`src/rtl/alu_sin_deframer.sv`:
```
// Serial-input deframer for the serial ALU: 11-bit frames -> 8 data bytes + control byte -> checked packet.
// Optional macro SIN_FRAME_CHECK_EN rejects the packet when a stop bit is sampled as 0.
module alu_sin_deframer #(
    parameter int unsigned IDLE_TIMEOUT = 0
) (
    input  logic        clk,
    input  logic        rst_n,
    input  logic        sin,
    output logic [31:0] a_o,
    output logic [31:0] b_o,
    output logic [2:0]  op_o,
    output logic        valid_o,
    output logic        err_o,
    output logic [2:0]  err_flags_o
);
    localparam int unsigned DATA_W = 32;
    localparam int unsigned OP_W   = 3;
    localparam int unsigned CRC_W  = 4;
    localparam int unsigned BYTE_W = 8;
    localparam int unsigned NBYTES = 8;
    localparam int unsigned CNT_W  = 4;
    localparam int unsigned BIT_W  = 3;
    localparam int unsigned WORD_W = 2 * DATA_W + 1 + OP_W;
    localparam int unsigned TMO_W  = (IDLE_TIMEOUT > 0) ? $clog2(IDLE_TIMEOUT + 1) : 1;

    localparam logic [2:0]       ERR_DATA = 3'b100;
    localparam logic [2:0]       ERR_CRC  = 3'b010;
    localparam logic [2:0]       ERR_OP   = 3'b001;
    localparam logic [CRC_W-1:0] CRC_POLY = 4'b0011;

    typedef enum logic [2:0] {S_IDLE, S_TYPE, S_PAYLOAD, S_STOP, S_BREAK} state_t;

    state_t                  state_q, state_d;
    logic [BIT_W-1:0]        bit_cnt;
    logic [BYTE_W-1:0]       shreg;
    logic                    frm_ctl;
    logic                    done_q;
    logic                    bad_stop;
    logic [CNT_W-1:0]        pkt_cnt;
    logic [2*DATA_W-1:0]     data_q;
    logic                    timeout_c;
    logic [CRC_W-1:0]        crc_c;
    logic [OP_W-1:0]         op_c;
    logic                    op_legal_c;

    // CRC-4, x^4+x+1, zero init, MSB first
    function automatic logic [CRC_W-1:0] crc4(input logic [WORD_W-1:0] word);
        logic [CRC_W-1:0] c;
        logic             fb;
        c = '0;
        for (int i = int'(WORD_W) - 1; i >= 0; i--) begin
            fb = c[CRC_W-1] ^ word[i];
            c  = {c[CRC_W-2:0], 1'b0} ^ (fb ? CRC_POLY : '0);
        end
        return c;
    endfunction

    always_ff @(posedge clk or negedge rst_n) begin
        if (!rst_n) state_q <= S_IDLE;
        else        state_q <= state_d;
    end

    always_comb begin
        state_d = state_q;
        case (state_q)
            S_IDLE:    if (!sin) state_d = S_TYPE;
            S_TYPE:    state_d = S_PAYLOAD;
            S_PAYLOAD: if (bit_cnt == BIT_W'(BYTE_W - 1)) state_d = S_STOP;
`ifdef SIN_FRAME_CHECK_EN
            S_STOP:    state_d = sin ? S_IDLE : S_BREAK;
`else
            S_STOP:    state_d = S_IDLE;
`endif
            S_BREAK:   if (sin) state_d = S_IDLE;
            default:   state_d = S_IDLE;
        endcase
    end

    // Frame datapath; done_q marks the cycle after a stop bit was sampled
    always_ff @(posedge clk or negedge rst_n) begin
        if (!rst_n) begin
            bit_cnt <= '0;
            shreg   <= '0;
            frm_ctl <= 1'b0;
            done_q  <= 1'b0;
        end else begin
            done_q <= (state_q == S_STOP);
            if (state_q == S_TYPE) frm_ctl <= sin;
            if (state_q == S_PAYLOAD) begin
                shreg   <= {shreg[BYTE_W-2:0], sin};
                bit_cnt <= bit_cnt + BIT_W'(1);
            end
        end
    end

`ifdef SIN_FRAME_CHECK_EN
    always_ff @(posedge clk or negedge rst_n) begin
        if (!rst_n) bad_stop <= 1'b0;
        else        bad_stop <= (state_q == S_STOP) && !sin;
    end
`else
    assign bad_stop = 1'b0;
`endif

    assign op_c       = shreg[CRC_W+OP_W-1:CRC_W];
    assign crc_c      = crc4({data_q, 1'b1, op_c});
    assign op_legal_c = op_c inside {3'b000, 3'b001, 3'b100, 3'b101};

    if (IDLE_TIMEOUT > 0) begin : g_timeout
        logic [TMO_W-1:0] idle_cnt;
        logic             idling_c;
        assign idling_c = (state_q == S_IDLE) && sin;
        always_ff @(posedge clk or negedge rst_n) begin
            if (!rst_n)                                idle_cnt <= '0;
            else if (!idling_c)                        idle_cnt <= '0;
            else if (idle_cnt != TMO_W'(IDLE_TIMEOUT)) idle_cnt <= idle_cnt + TMO_W'(1);
        end
        assign timeout_c = idling_c && (idle_cnt == TMO_W'(IDLE_TIMEOUT - 1)) && (pkt_cnt != '0);
    end else begin : g_no_timeout
        assign timeout_c = 1'b0;
    end

    // Packet assembly, checks and one-cycle result pulses
    always_ff @(posedge clk or negedge rst_n) begin
        if (!rst_n) begin
            pkt_cnt     <= '0;
            data_q      <= '0;
            a_o         <= '0;
            b_o         <= '0;
            op_o        <= '0;
            valid_o     <= 1'b0;
            err_o       <= 1'b0;
            err_flags_o <= '0;
        end else begin
            valid_o     <= 1'b0;
            err_o       <= 1'b0;
            err_flags_o <= '0;
            if (done_q) begin
                if (bad_stop) begin
                    err_o       <= 1'b1;
                    err_flags_o <= ERR_DATA;
                    pkt_cnt     <= '0;
                end else if (!frm_ctl) begin
                    if (pkt_cnt < CNT_W'(NBYTES)) begin
                        data_q  <= {data_q[2*DATA_W-BYTE_W-1:0], shreg};
                        pkt_cnt <= pkt_cnt + CNT_W'(1);
                    end else begin
                        err_o       <= 1'b1;
                        err_flags_o <= ERR_DATA;
                        pkt_cnt     <= '0;
                    end
                end else begin
                    pkt_cnt <= '0;
                    if (pkt_cnt != CNT_W'(NBYTES)) begin
                        err_o       <= 1'b1;
                        err_flags_o <= ERR_DATA;
                    end else if (crc_c != shreg[CRC_W-1:0]) begin
                        err_o       <= 1'b1;
                        err_flags_o <= ERR_CRC;
                    end else if (!op_legal_c) begin
                        err_o       <= 1'b1;
                        err_flags_o <= ERR_OP;
                    end else begin
                        valid_o <= 1'b1;
                        a_o     <= data_q[DATA_W-1:0];
                        b_o     <= data_q[2*DATA_W-1:DATA_W];
                        op_o    <= op_c;
                    end
                end
            end else if (timeout_c) begin
                pkt_cnt <= '0;
            end
        end
    end
endmodule

```
`config.mk`:
```
export PLATFORM = sky130hd
export DESIGN_NAME = alu_sin_deframer
export DESIGN_NICKNAME = d
export VERILOG_FILES = /design/src/rtl/alu_sin_deframer.sv
export SDC_FILE = /design/constraint.sdc
export NUM_CORES = 1
export LEC_CHECK = 0
export ABC_CLOCK_PERIOD_IN_PS = 10950
export CORE_ASPECT_RATIO = 0.7
export CORE_MARGIN = 2
export CORE_UTILIZATION = 61
export DETAILED_ROUTE_END_ITERATION = 10
export PLACE_DENSITY = 0.85
export RECOVER_POWER = 100
export SYNTH_ARGS = -nofsm -noshare
export SYNTH_HDL_FRONTEND = slang
export SYNTH_SLANG_ARGS = --single-unit
```
`constraint.sdc`:
```
create_clock -name clk -period 10.95 [get_ports clk]
set_input_delay 2.19 -clock clk [delete_from_list [all_inputs] [get_ports clk]]
set_output_delay 2.19 -clock clk [all_outputs]
set_load 0.005 [all_outputs]
```
---- After elaboration in Yosys (flattened, before gate mapping) ----
Cells that the tools add are included.
Widths: inputs -> output; s select.
operators by class
  $add $sub $neg .......................... 2
  order comparisons ....................... 1
  equality and inequality tests ........... 13
  muxes and demuxes ....................... 91
  bitwise logic cells ..................... 136
  reduce and logical (&&, ||, !) cells .... 6
operators by type and width
  kind                 number
  $xor 4x2->4          66
  $mux 2               69
  $xor 1x1->1          64
  $mux 3               7
  $eq 3x3->1 const B   4
  $mux 1               12
  $pmux 3 s4           1
  $mux 4               2
  $eq 3x1->1 const B   2
  $eq 3x2->1 const B   2
  $logic_not 3->1      2
  $ne 2x2->1 const B   3
  $reduce_and 3->1     2
  $reduce_and 5->1     1
  $add 4x1->4 const B  1
  $lt 4x4->1 const B   1
  $ne 4x4->1           1
  $ne 4x4->1 const B   1
  $reduce_bool 4->1    1
  $add 3x1->3 const B  1
  $not 1->1            3
  $xor 3x2->3          1
  $xor 1x1->1 const A  2
word-level totals
  flip-flop bits (word level) ............. 156
  input bits .............................. 3
  output and inout bits ................... 72
  logic and storage cells ................. 262

---- Longest topological paths before layout ----
  word-level depth ........................ 203
  mapped depth ............................ 12
  gate-level depth less buffers ........... 9

---- Least setup slack after synthesis ----
No wires, ideal clock.
  path kind ............................... reg-to-reg
  start point ............................. register data_q[32]
  end point ............................... register a_o[21]
  setup time .............................. 125 ps
  arrival time ............................ 3334 ps
  required time ........................... 10825 ps
  path slack .............................. 7491 ps
  cell stages (with the launch flop) ...... 12
  path buffers ............................ 2
  clock period less this slack ............ 3459 ps
  path through ............................ dfrtp_1 xnor3_2 xnor2_2 xnor3_1 xnor2_1 xor3_1 nor3_1 o211a_1 o2111ai_2 buf_6 buf_6 mux2_4
between the ends
  word-level cells in the longest chain between the ends .. 65
  elaborated cells on any way between the ends .. 107
  classes of those cells .................. eq/ne (1); mux (34); bitwise (71); reduce/logical (1)
RTL lines
  item                            RTL line  text
  from (decl)                     40        logic [2*DATA_W-1:0] data_q;
  from (signal assigned)          145       data_q <= {data_q[2*DATA_W-BYTE_W-1:0], shreg};
  $xor 1x1->1 (*)                 52        fb = c[CRC_W-1] ^ word[i];
  $mux 2 (*)                      53        c = {c[CRC_W-2:0], 1'b0} ^ (fb ? CRC_POLY : '0);
  $xor 4x2->4 (*) (3 in series)   53
  $xor 1x1->1                     52
  $mux 2                          53
  $xor 4x2->4 (*) (3 in series)   53
  $xor 1x1->1                     52
  $mux 2                          53
  (+43 left out)                  -
  $mux 2                          53
  $xor 4x2->4 (*) (3 in series)   53
  $xor 1x1->1                     52
  $mux 2                          53
  $xor 4x2->4 (*)                 53
  $ne 4x4->1 (*)                  157       end else if (crc_c != shreg[CRC_W-1:0]) begin
  $not 1->1 (no line) (*)         -
  $reduce_and 5->1 (no line) (*)  -
  to (signal assigned)            165       a_o <= data_q[DATA_W-1:0];
  to (decl)                       9         output logic [31:0] a_o,
Mark *: on every way between the ends. The rest lies on a longest branch, timed or not.
A chain may end at the register's enable or synchronous reset.

==> metrics <==
status finished, violations left; failing checks max-capacitance violations, max-slew violations; Worst-Skew Late Latency 0.42 ns; first-pass GRT wire length 23.1 mm; num rows 33; WL per Instance 19.7 um; Yosys top cell by area dfrtp_1; Max Freq 176 MHz; Final GP Congestion 0.896; arrival time at the worst endpoint 6.10 ns; DRC violations left 0; kind of critical path in -> async; synth warn 0; Clock Skews 0.00785 ns; Post-CTS Hold Buffers 0; Synth cell types 35; Nets 559; #FFs+latches synth 155; crit path cell chain clkbuf_1 > buf_4; Detailed Routing Iterations Pass 1 4; Core Region 11600 um2; Power, Total 3.11 mW; top cells by area, synth dfrtp_1 54%, mux2_2 17%, xnor2_1 8.2%, mux2_4 6.1%, xnor3_1 4.4%; initial antenna violation count 0; Placed Instances 686; Synth Cell Area 7180 um2; VDD IR-drop max 400 uV; ys flop type dfrtp_1; clock buffer depth 2; Mapped Cells 468; max_slew headroom -162%; Max Fanout on Critical Path 80; initial core utilization 61.9%; register area share after synthesis 54.0%; Clock transition at path regs 0.06 ns; PnR worst setup slack 5.27 ns; CP peak stage delay 2.71 ns; Cell Count, Final, Fillers Out 718; Synth Area in XOR/XNOR 15.8%; pwr/cell area 365 nW/um2; Hold Vio Cnt, Final 0; gr ovfl total 0; die area 12700 um2; antenna diode count 0; CTS root buf clkbuf_16; clk sinks 155; post-CTS setup buffers 0; hpwl dp 9.60 mm; number of synthesized flops with an enable pin 0; H-tree levels 4; Post-DRT Antenna Nets 0; CTS tree built; Port-buffer cells 74; cts bufs inserted 17; max-cap violation count 5; CP Data Required Time 11.36 ns; vias per inst 5.56; TNS Setup 0 ns; min cycle time layout 5.68 ns; post-synthesis adder-cell area fraction 1.39%; Syn Area/Cell 15.3 um2; number of global-route vias before repair 4152; Die Height 94.8 um; fraction of layout cells with a size suffix above 1 26.6%; Synth top area share 54.0%; area grow syn2layout 18.7%; pre-CTS setup slack 7.13 ns; fin. max-slew vios 214; Synth Area in Compound Gates 1.55%; crit path buf inv count 2; post-cts sizing count 0; total nets after synthesis 479; wire length on met3 591 um; DR WL met2 6.59 mm; number of DRC markers in iteration 0 264; final core occ 73.5%; M1 WL 6.74 mm; Die X 134 um; crit share post-route 51.9%; Total Routing Usage GR 24.5%; crit path max-delay cell type clkbuf_1; highest metal layer with signal wires met4; simple logic cell fraction of the synthesized area 1.83%; final WL 14.1 mm; Lkg Pwr 4.33 nW; largest net degree at the start of global routing 81; Slew @ Worst Pin 3.93 ns; crit end category asynchronous set/reset pin; io pins 75; RSZ-0062 raised after global routing no; CP top delay family buffers and inverters; Async SR Flop Fraction 100%; startpoint class of the critical path primary input; Via Count 3991; Hold Crit Class reg -> reg; mux cell area share after synthesis 23.6%; Final Setup Violations 0; largest family of logic cells by synthesized area multiplexers
power by group:
group | internal, mW | switching, mW
combinational | 0.933 | 0.782
sequential | 0.660 | 0.136
clock | 0.357 | 0.239
total | 1.95 | 1.16
placed cells by master, fill, tap and decap left out, drive strengths merged:
| master | n |
|---|---|
| nor3 | 3 |
| dlygate4sd3 | 73 |
| dfrtp | 155 |
| nand3 | 4 |
| buf | 1 |
| xnor3 | 15 |
| a211oi | 1 |
| bufinv | 2 |
| a21oi | 1 |
| nor2b | 1 |
| xnor2 | 71 |
| o21ai | 6 |
| xor3 | 2 |
| and2 | 3 |
| nand2 | 8 |
| clkbuf | 25 |
| clkinv | 1 |
| nor2 | 3 |
| a22o | 1 |
| o31ai | 2 |
| a31oi | 1 |
| xor2 | 10 |
| clkinvlp | 4 |
| or2 | 1 |
| mux2i | 1 |
| inv | 11 |
| o22ai | 1 |
| mux2 | 140 |
| and4 | 2 |
| ha | 8 |
| o211a | 1 |
| a21boi | 1 |
| nor4 | 1 |
| o2111ai | 1 |
path summary, 6_finish.rpt:
path	from	to	slack, ns	cells after the start
max	rst_n	data_q[16]	5.27	2
min	b_o[8]	b_o[8]	0.48	1
max reg2reg	data_q[54]	a_o[16]	5.93	10
min reg2reg	b_o[8]	b_o[8]	0.48	1
max in group clk	data_q[54]	a_o[16]	5.93	10
min in group asynchronous	rst_n	a_o[6]	3.13	1
worst reg2reg max path, cell delays in order, from the launching register on:
cell and delay [ns]:
dfrtp_1 0.43, xnor3_1 0.41, xor2_1 0.17, xnor2_1 0.35, xnor3_1 0.55, xnor3_1 0.43
nor3_1 0.06, o211a_1 0.24, o2111ai_1 0.25, clkbuf_1 1.54, mux2_2 0.47
through the flow:
stage	hold slack (ns)	area [um2]
finish	0.485	8520
global route	0.504	8520
CTS	0.497	8670
detailed placement	0.481	8060
global placement	0.463	8060
floorplan	0.448	7180
cell usage after synthesis, drive strengths merged (3+ instances only):
cell	instances
inv	7
clkbuf	9
dfrtp	155
nor2	3
and2	3
buf	8
xnor3	15
o21ai	6
xor2	10
xnor2	71
ha	8
nand3	4
nand2	8
nor3	3
mux2	140
routing by layer:
| metal | global-route usage [%] | up-vias |
|---|---|---|
| met5 | 0 | - |
| met3 | 5.74 | 19 |
| met2 | 37.2 | 95 |
| met1 | 35.3 | 2087 |
| met4 | 8.60 | 0 |
| li1 | - | 1790 |
final cells by class:
| class | instances | area [um2] |
|---|---|---|
| clock inverter | 11 | 134 |
| fill | 740 | 3080 |
| sequential | 155 | 3880 |
| timing repair buffer | 78 | 753 |
| tap | 157 | 196 |
| clock buffer | 21 | 470 |
| multi-input combinational | 289 | 3060 |
| inverter | 7 | 26.3 |
cells by family after synthesis:
group / after synthesis
AOI/OAI and AO/OA: 16
xor gates and xnor gates: 98
adders and majority gates: 8
buffers and inverters: 24
DFF: 155
muxes: 141
and+or+nand+nor: 26
sequential cells by signal (all words and copies together), names as in the netlist:
signal,count
data_q,64
err_flags_o,3
done_q,1
op_o,3
frm_ctl,1
a_o,32
shreg,8
err_o,1
bit_cnt,3
b_o,32
valid_o,1
state_q,2
pkt_cnt,4
(Power assumes the default switching activity.)
